[src/rtl/spi_secondary.sv]
// SPI secondary endpoint: oversampled sclk/cs/mosi, MSB-first, MOSI captured on
// rising sclk, MISO launched on falling sclk. Parallel TX holding buffer and RX
// data/valid handshake toward local logic. Single clock domain (clk).
module spi_secondary #(
    parameter int unsigned DWIDTH      = 8,
    parameter int unsigned SYNC_STAGES = 2
) (
    input  logic              clk,
    input  logic              rst,
    input  logic              sclk,
    input  logic              cs,
    input  logic              mosi,
    output logic              miso,
    input  logic [DWIDTH-1:0] tx_data,
    input  logic              tx_wr,
    output logic              tx_ready,
    output logic [DWIDTH-1:0] rx_data,
    output logic              rx_valid,
    input  logic              rx_ack,
    output logic              busy,
    output logic              underrun,
    output logic              overrun
);

    localparam int unsigned CW = (DWIDTH > 2) ? $clog2(DWIDTH) : 1;
    localparam logic [CW-1:0] LAST_BIT = CW'(DWIDTH - 1);

    typedef enum logic [1:0] {
        ST_IDLE  = 2'd0,
        ST_LOAD  = 2'd1,
        ST_SHIFT = 2'd2
    } state_t;

    logic [SYNC_STAGES-1:0] r_sclk_sync;
    logic [SYNC_STAGES-1:0] r_cs_sync;
    logic [SYNC_STAGES-1:0] r_mosi_sync;
    logic                   r_sclk_d;
    logic                   r_cs_d;

    state_t                 r_state;
    logic [CW-1:0]          r_bitcnt;
    logic [DWIDTH-1:0]      r_tx_buf;
    logic                   r_tx_empty;
    logic [DWIDTH-2:0]      r_tx_shreg;
    logic [DWIDTH-2:0]      r_rx_shift;
    logic [DWIDTH-1:0]      r_rx_data;
    logic                   r_rx_valid;
    logic                   r_miso;
    logic                   r_busy;
    logic                   r_underrun;
    logic                   r_overrun;

    logic                   w_sclk_s;
    logic                   w_cs_s;
    logic                   w_mosi_s;
    logic                   w_sclk_rise;
    logic                   w_sclk_fall;
    logic                   w_cs_rise;
    logic                   w_cs_fall;
    logic                   w_consume;
    logic [DWIDTH-1:0]      w_tx_word;
    logic [DWIDTH-1:0]      w_rx_word;

    // Synchronise the asynchronous SPI pins and keep one delayed copy for edges.
    // cs resets to 0 so a cs already low at reset release does not look like a
    // falling edge; a fresh deassert/assert is needed to start a frame.
    always_ff @(posedge clk or negedge rst) begin
        if (!rst) begin
            r_sclk_sync <= '0;
            r_cs_sync   <= '0;
            r_mosi_sync <= '0;
            r_sclk_d    <= 1'b0;
            r_cs_d      <= 1'b0;
        end else begin
            r_sclk_sync <= {r_sclk_sync[SYNC_STAGES-2:0], sclk};
            r_cs_sync   <= {r_cs_sync[SYNC_STAGES-2:0], cs};
            r_mosi_sync <= {r_mosi_sync[SYNC_STAGES-2:0], mosi};
            r_sclk_d    <= w_sclk_s;
            r_cs_d      <= w_cs_s;
        end
    end

    assign w_sclk_s    = r_sclk_sync[SYNC_STAGES-1];
    assign w_cs_s      = r_cs_sync[SYNC_STAGES-1];
    assign w_mosi_s    = r_mosi_sync[SYNC_STAGES-1];
    assign w_sclk_rise = w_sclk_s & ~r_sclk_d;
    assign w_sclk_fall = ~w_sclk_s & r_sclk_d;
    assign w_cs_rise   = w_cs_s & ~r_cs_d;
    assign w_cs_fall   = ~w_cs_s & r_cs_d;

    // Word launched at frame start: the buffer if full, otherwise all zero.
    assign w_tx_word = r_tx_empty ? '0 : r_tx_buf;
    assign w_rx_word = {r_rx_shift, w_mosi_s};

    // Buffer is consumed on LOAD and on the falling edge at a frame boundary.
    assign w_consume = ~w_cs_rise &
                       ((r_state == ST_LOAD) |
                        ((r_state == ST_SHIFT) & w_sclk_fall & (r_bitcnt == '0)));

    // Frame FSM, TX holding buffer and RX handshake; cs deassert overrides all.
    always_ff @(posedge clk or negedge rst) begin
        if (!rst) begin
            r_state    <= ST_IDLE;
            r_bitcnt   <= '0;
            r_tx_buf   <= '0;
            r_tx_empty <= 1'b1;
            r_tx_shreg <= '0;
            r_rx_shift <= '0;
            r_rx_data  <= '0;
            r_rx_valid <= 1'b0;
            r_miso     <= 1'b0;
            r_busy     <= 1'b0;
            r_underrun <= 1'b0;
            r_overrun  <= 1'b0;
        end else begin
            r_underrun <= 1'b0;
            r_overrun  <= 1'b0;

            if (w_consume) begin
                r_tx_empty <= 1'b1;
                r_underrun <= r_tx_empty;
            end else if (tx_wr && r_tx_empty) begin
                r_tx_buf   <= tx_data;
                r_tx_empty <= 1'b0;
            end

            if (rx_ack) begin
                r_rx_valid <= 1'b0;
            end

            if (w_cs_rise) begin
                r_state  <= ST_IDLE;
                r_miso   <= 1'b0;
                r_bitcnt <= '0;
                r_busy   <= 1'b0;
            end else begin
                case (r_state)
                    ST_IDLE: begin
                        r_miso <= 1'b0;
                        if (w_cs_fall) begin
                            r_state <= ST_LOAD;
                        end
                    end
                    ST_LOAD: begin
                        r_tx_shreg <= w_tx_word[DWIDTH-2:0];
                        r_miso     <= w_tx_word[DWIDTH-1];
                        r_bitcnt   <= '0;
                        r_busy     <= 1'b0;
                        r_state    <= ST_SHIFT;
                    end
                    ST_SHIFT: begin
                        if (w_sclk_rise) begin
                            r_rx_shift <= w_rx_word[DWIDTH-2:0];
                            if (r_bitcnt == LAST_BIT) begin
                                r_rx_data  <= w_rx_word;
                                r_rx_valid <= 1'b1;
                                r_overrun  <= r_rx_valid & ~rx_ack;
                                r_bitcnt   <= '0;
                                r_busy     <= 1'b0;
                            end else begin
                                r_bitcnt <= r_bitcnt + CW'(1);
                                r_busy   <= 1'b1;
                            end
                        end else if (w_sclk_fall) begin
                            if (r_bitcnt != '0) begin
                                r_miso     <= r_tx_shreg[DWIDTH-2];
                                r_tx_shreg <= r_tx_shreg << 1;
                            end else begin
                                r_tx_shreg <= w_tx_word[DWIDTH-2:0];
                                r_miso     <= w_tx_word[DWIDTH-1];
                            end
                        end
                    end
                    default: begin
                        r_state <= ST_IDLE;
                        r_miso  <= 1'b0;
                    end
                endcase
            end
        end
    end

    assign miso     = r_miso;
    assign tx_ready = r_tx_empty;
    assign rx_data  = r_rx_data;
    assign rx_valid = r_rx_valid;
    assign busy     = r_busy;
    assign underrun = r_underrun;
    assign overrun  = r_overrun;

endmodule

[config.mk]
export PLATFORM = sky130hd
export DESIGN_NAME = spi_secondary
export DESIGN_NICKNAME = d
export VERILOG_FILES = /design/src/rtl/spi_secondary.sv
export SDC_FILE = /design/constraint.sdc
export NUM_CORES = 1
export LEC_CHECK = 0
export BUFFER_PORTS_ARGS = -buffer_cell sky130_fd_sc_hd__buf_2
export CORE_UTILIZATION = 60
export DETAILED_ROUTE_END_ITERATION = 10
export PLACE_DENSITY = 0.83
export SYNTH_ARGS = -nofsm -noshare
export SYNTH_HDL_FRONTEND = slang
export SYNTH_SLANG_ARGS = --single-unit
[constraint.sdc]
create_clock -name clk -period 3.85 [get_ports clk]
set_clock_uncertainty 0.05 [all_clocks]
set_input_delay 0.5775 -clock clk [delete_from_list [all_inputs] [get_ports clk]]
set_output_delay 0.5775 -clock clk [all_outputs]
set_load 0.1 [all_outputs]
# Word level (Yosys, flattened, before mapping)
# Cells that the tools add are included.
# classes
n_bitwise	16
muxes	33
eq_ne	10
n_reduce_logical	14
add_sub_neg	1
# ops
op	count
$mux W7	3
$mux W1	19
$pmux W7 S2	1
$ne A3 B3 Y1 const B	4
$mux W3	3
$and A1 B1 Y1	8
$mux W8	1
$reduce_and A2 Y1	4
$reduce_and A4 Y1	2
$not A1 Y1	7
$ne A2 B2 Y1 const B	3
$pmux W2 S3	1
$pmux W3 S2	1
$reduce_bool A3 Y1	2
$mux W2	2
$pmux W1 S2	2
$reduce_bool A2 Y1	2
$add A3 B1 Y3 const B	1
$eq A3 B3 Y1 const B	1
$logic_not A3 Y1	1
$reduce_and A3 Y1	1
$eq A2 B1 Y1 const B	1
$eq A2 B2 Y1 const B	1
$logic_not A2 Y1	1
2 further kinds	2
# totals
output_inout_bits	14
regBits	49
elab_cells	91

# Logic depth before layout (Yosys ltp)
# depth
depth_word	8
depth_mapped	8
ltp_nobuf	6

# Worst setup path before layout
# Ideal clock, no wire load.
# synth_timing
kind	register -> register
startpoint	register r_state[0]
endpoint	register r_tx_buf[0]
arrival_ps	1741
path_stages_with_launch	9
setup_time_ps	125
required_ps	3675
slack_ps	1934
synth_period_minus_slack_ps	1916
path_cell_list	dfrtp_1 > inv_1 > ha_1 > buf_2 > nand2b_1 > o32a_1 > and3_1 > buf_6 > mux2_4
# synth_via
elab_chain_len	7
elab_cells_between_ends	8
classes_between	eq/ne: 2; bitwise: 5; reduce/logical: 1
# synth_rtl
element	line_no	rtl
from (decl)	40	state_t r_state;
from (signal assigned)	103	r_state <= ST_IDLE;
from (signal assigned)	132	r_state <= ST_IDLE;
from (signal assigned)	141	r_state <= ST_LOAD;
$eq A2 B2 Y1	98	((r_state == ST_SHIFT) & w_sclk_fall & (r_bitcnt == '0)));
$and A1 B1 Y1 (2 in series)	98	
$or A1 B1 Y1 (*)	97	((r_state == ST_LOAD) |
$and A1 B1 Y1 (*)	96	assign w_consume = ~w_cs_rise &
$not A1 Y1 (no line) (*)	-	
$reduce_and A2 Y1 (no line) (*)	-	
to (signal assigned)	123	r_tx_buf <= tx_data;
to (decl)	42	logic [DWIDTH-1:0] r_tx_buf;
# Every way passes the cells marked *; elsewhere a longest branch is shown, timed or not.
# A chain may end at the register's enable or synchronous reset.

# Worst setup path after layout
# layout_timing
startpoint	register r_state[0]
endpoint	register r_rx_data[7], in the netlist rx_data[7]
# layout_via
elab_chain_len	2
# layout_rtl
element	line_no	rtl
$eq A2 B2 Y1	137	case (r_state)
$reduce_and A4 Y1 (no line)	-	
to (signal assigned)	155	r_rx_data <= w_rx_word;
to (decl)	46	logic [DWIDTH-1:0] r_rx_data;
# No other way between the ends.

==> flow_summary.json <==
{
  "diodes": 0,
  "wl_met2_um": 1780,
  "gp_congestion": 0.733,
  "worst-endpoint-arrival_ns": 2.74,
  "ios": 29,
  "die_x_um": 60.4,
  "crit_type": "flip-flop to flip-flop",
  "yosys.cell_types.count": 32,
  "synth-seq-cells": 49,
  "yosysWarnings": 0,
  "wirelength_um": 3420,
  "grt.overflow.total": 0,
  "wire_per_inst_um": 14.6,
  "netlist_area_um2": 2050,
  "dpl-instance-area_um2": 2210,
  "final_cell_area_um2": 2270,
  "start_util_pct": 65.0,
  "grt_use_total_pct": 22.4,
  "wl_met1_um": 1480,
  "synth-seq-area-share_pct": 59.9,
  "slew_violations": 0,
  "vias": 1293,
  "drc_errors": 0,
  "fillers": 235,
  "clk_pin_slew_worst_paths_ns": 0.14,
  "ys.flop_type": "dfrtp_1",
  "synth_nets": 182,
  "clock-sinks": 49,
  "vdd_drop_max_v": 0.000519,
  "cts_made_buffers": 5,
  "rsz0062_at_grt": "false",
  "syn_avg_cell_area_um2": 12.8,
  "r2r_slack_ns": 1.32,
  "core_um2": 3150,
  "ant_nets": 0,
  "viasPerCell": 5.53,
  "drive_gt1_share_pct": 32.1,
  "syn_inst": 160,
  "grt_pass1_wl_um": 5820,
  "clk_path_buf_depth": 2,
  "postCtsResizedCells": 0,
  "cts_setup_buffers": 0,
  "routed-wl-met3_um": 103,
  "cp-end-kind": "flip-flop",
  "ys_top_cells_by_area": "dfrtp_1 (59%), mux2_2 (8.2%), mux2_4 (5.9%)",
  "fin_util_pct": 71.9,
  "yosys.area.top_type_share_pct": 58.6,
  "required_ns": 4.06,
  "drt_iter0_drc": 41,
  "die_h_um": 60.4,
  "synth_area_leader_cell": "dfrtp_1",
  "highest_layer": "met4",
  "pre_cts_ws_ns": 1.31,
  "async_flop_share_pct": 100,
  "period_minus_slack_ns": 2.53,
  "leakagePower_nw": 1.12,
  "grt_pass1_vias": 1301,
  "dp_hpwl_um": 2550,
  "setup_tns_ns": 0,
  "h-tree-depth": 2,
  "first_pass_iters": 4,
  "crit_path_max_fanout": 18,
  "synth_common_cells": "dfrtp_1 (48), mux2_2 (15), nand3_1 (12), nor2_1 (9)",
  "setup_viol": 0,
  "synth_edf_count": 0,
  "maxCapViolCount": 0,
  "worst_slew_pin_slew_ns": 1.02,
  "rows": 20,
  "layout.nets": 211,
  "worst_slack_ns": 1.32,
  "grt_max_degree": 50,
  "clk_latency_ns": 0.36,
  "total_power_mw": 1.46,
  "setup.worst_path.start_class": "flip-flop",
  "die-area_um2": 3650,
  "cts_tree": "yes",
  "cts.hold.buffers_added": 0,
  "area_growth_pct": 10.7,
  "powerDensity_nw_per_um2": 644,
  "hold_viol_final": 0,
  "slew_headroom_pct": 31.8,
  "cts_root_buf": "clkbuf_4",
  "outcome": "finished clean",
  "worstHoldPathType": "input port to flip-flop",
  "portBuffers": 28,
  "yosysMostFrequentCell": "dfrtp_1",
  "fin_crit_sh_pct": 65.7,
  "grt_antenna_before_repair": 0,
  "max_freq_mhz": 395
}
==> registers in the layout, indices dropped and copies added, names as in the netlist <==
name         count
busy             1
miso             1
overrun          1
r_bitcnt         3
r_cs_d           1
r_cs_sync        2
r_mosi_sync      2
r_rx_shift       7
r_sclk_d         1
r_sclk_sync      2
r_state          2
r_tx_buf         8
r_tx_shreg       7
rx_data          8
rx_valid         1
tx_ready         1
underrun         1
==> worst max-delay path, cell delays in order (launching register included) <==
cell	delay (ns)
dfrtp_1	0.42
inv_1	0.09
ha_1	0.52
nor2b_1	0.34
and2_1	0.44
nand2_2	0.25
mux2_2	0.33
==> where the power goes <==
part	leakage, nW	total [mW]	internal (mW)	switching [mW]
sequential	0.624	0.726	0.643	0.0824
clock	0.0234	0.231	0.0707	0.160
combinational	0.473	0.504	0.204	0.300
total	1.12	1.46	0.918	0.543
==> routing by layer <==
layer | global-route usage, % | vias to the layer above
met5 | 0 | -
met2 | 37.7 | 30
li1 | - | 621
met4 | 9.74 | 0
met1 | 27.9 | 634
met3 | 5.12 | 8
==> layout make-up <==
cell class,count,area [um^2],area share (%)
clock buffer,5,37.5,1.66
multi-input combinational,96,751,33.1
sequential,49,1230,54.1
inverter,9,33.8,1.49
timing repair buffer,28,140,6.18
tap,44,55.1,2.43
clock inverter,3,22.5,0.993
==> path summary, 6_finish.rpt <==
kind,startpoint,to,depth (start not counted)
max,r_state[0],rx_data[7],6
min,mosi,r_mosi_sync[0],1
max reg2reg,r_state[0],rx_data[7],6
min reg2reg,r_cs_sync[0],r_cs_sync[1],0
min in group asynchronous,rst,overrun,1
max in group asynchronous,rst,r_tx_buf[3],1
==> layout by cell type, fill, tap and decap left out, drive strengths merged, types with 2 or more instances in the layout <==
master / n
and2: 2
dfrtp: 48
clkinvlp: 3
nor2b: 4
clkbuf: 5
buf: 28
a22o: 2
nand2: 7
nor2: 9
nand2b: 6
nand3: 12
a31oi: 6
mux2: 23
a21oi: 3
o21ai: 5
ha: 7
inv: 8
==> cells by family (layout without fill, tap and decap cells) <==
group,count (synthesis),count (layout),synth area share (%)
compound gates,23,23,7.64
fa+ha+maj,7,7,4.28
buf+inv,15,45,3.42
flops,49,49,59.9
mux,23,23,14.1
simple gates,43,43,10.6
==> per-stage QoR <==
| stage | instances | hold WS (ns) |
|---|---|---|
| after floorplan | 160 | 0.232 |
| after global placement | 226 | 0.285 |
| after detailed placement | 226 | 0.293 |
| after CTS | 234 | 0.250 |
| after global routing | 234 | 0.221 |
| final | 234 | 0.260 |
(Power assumes the default switching activity.)
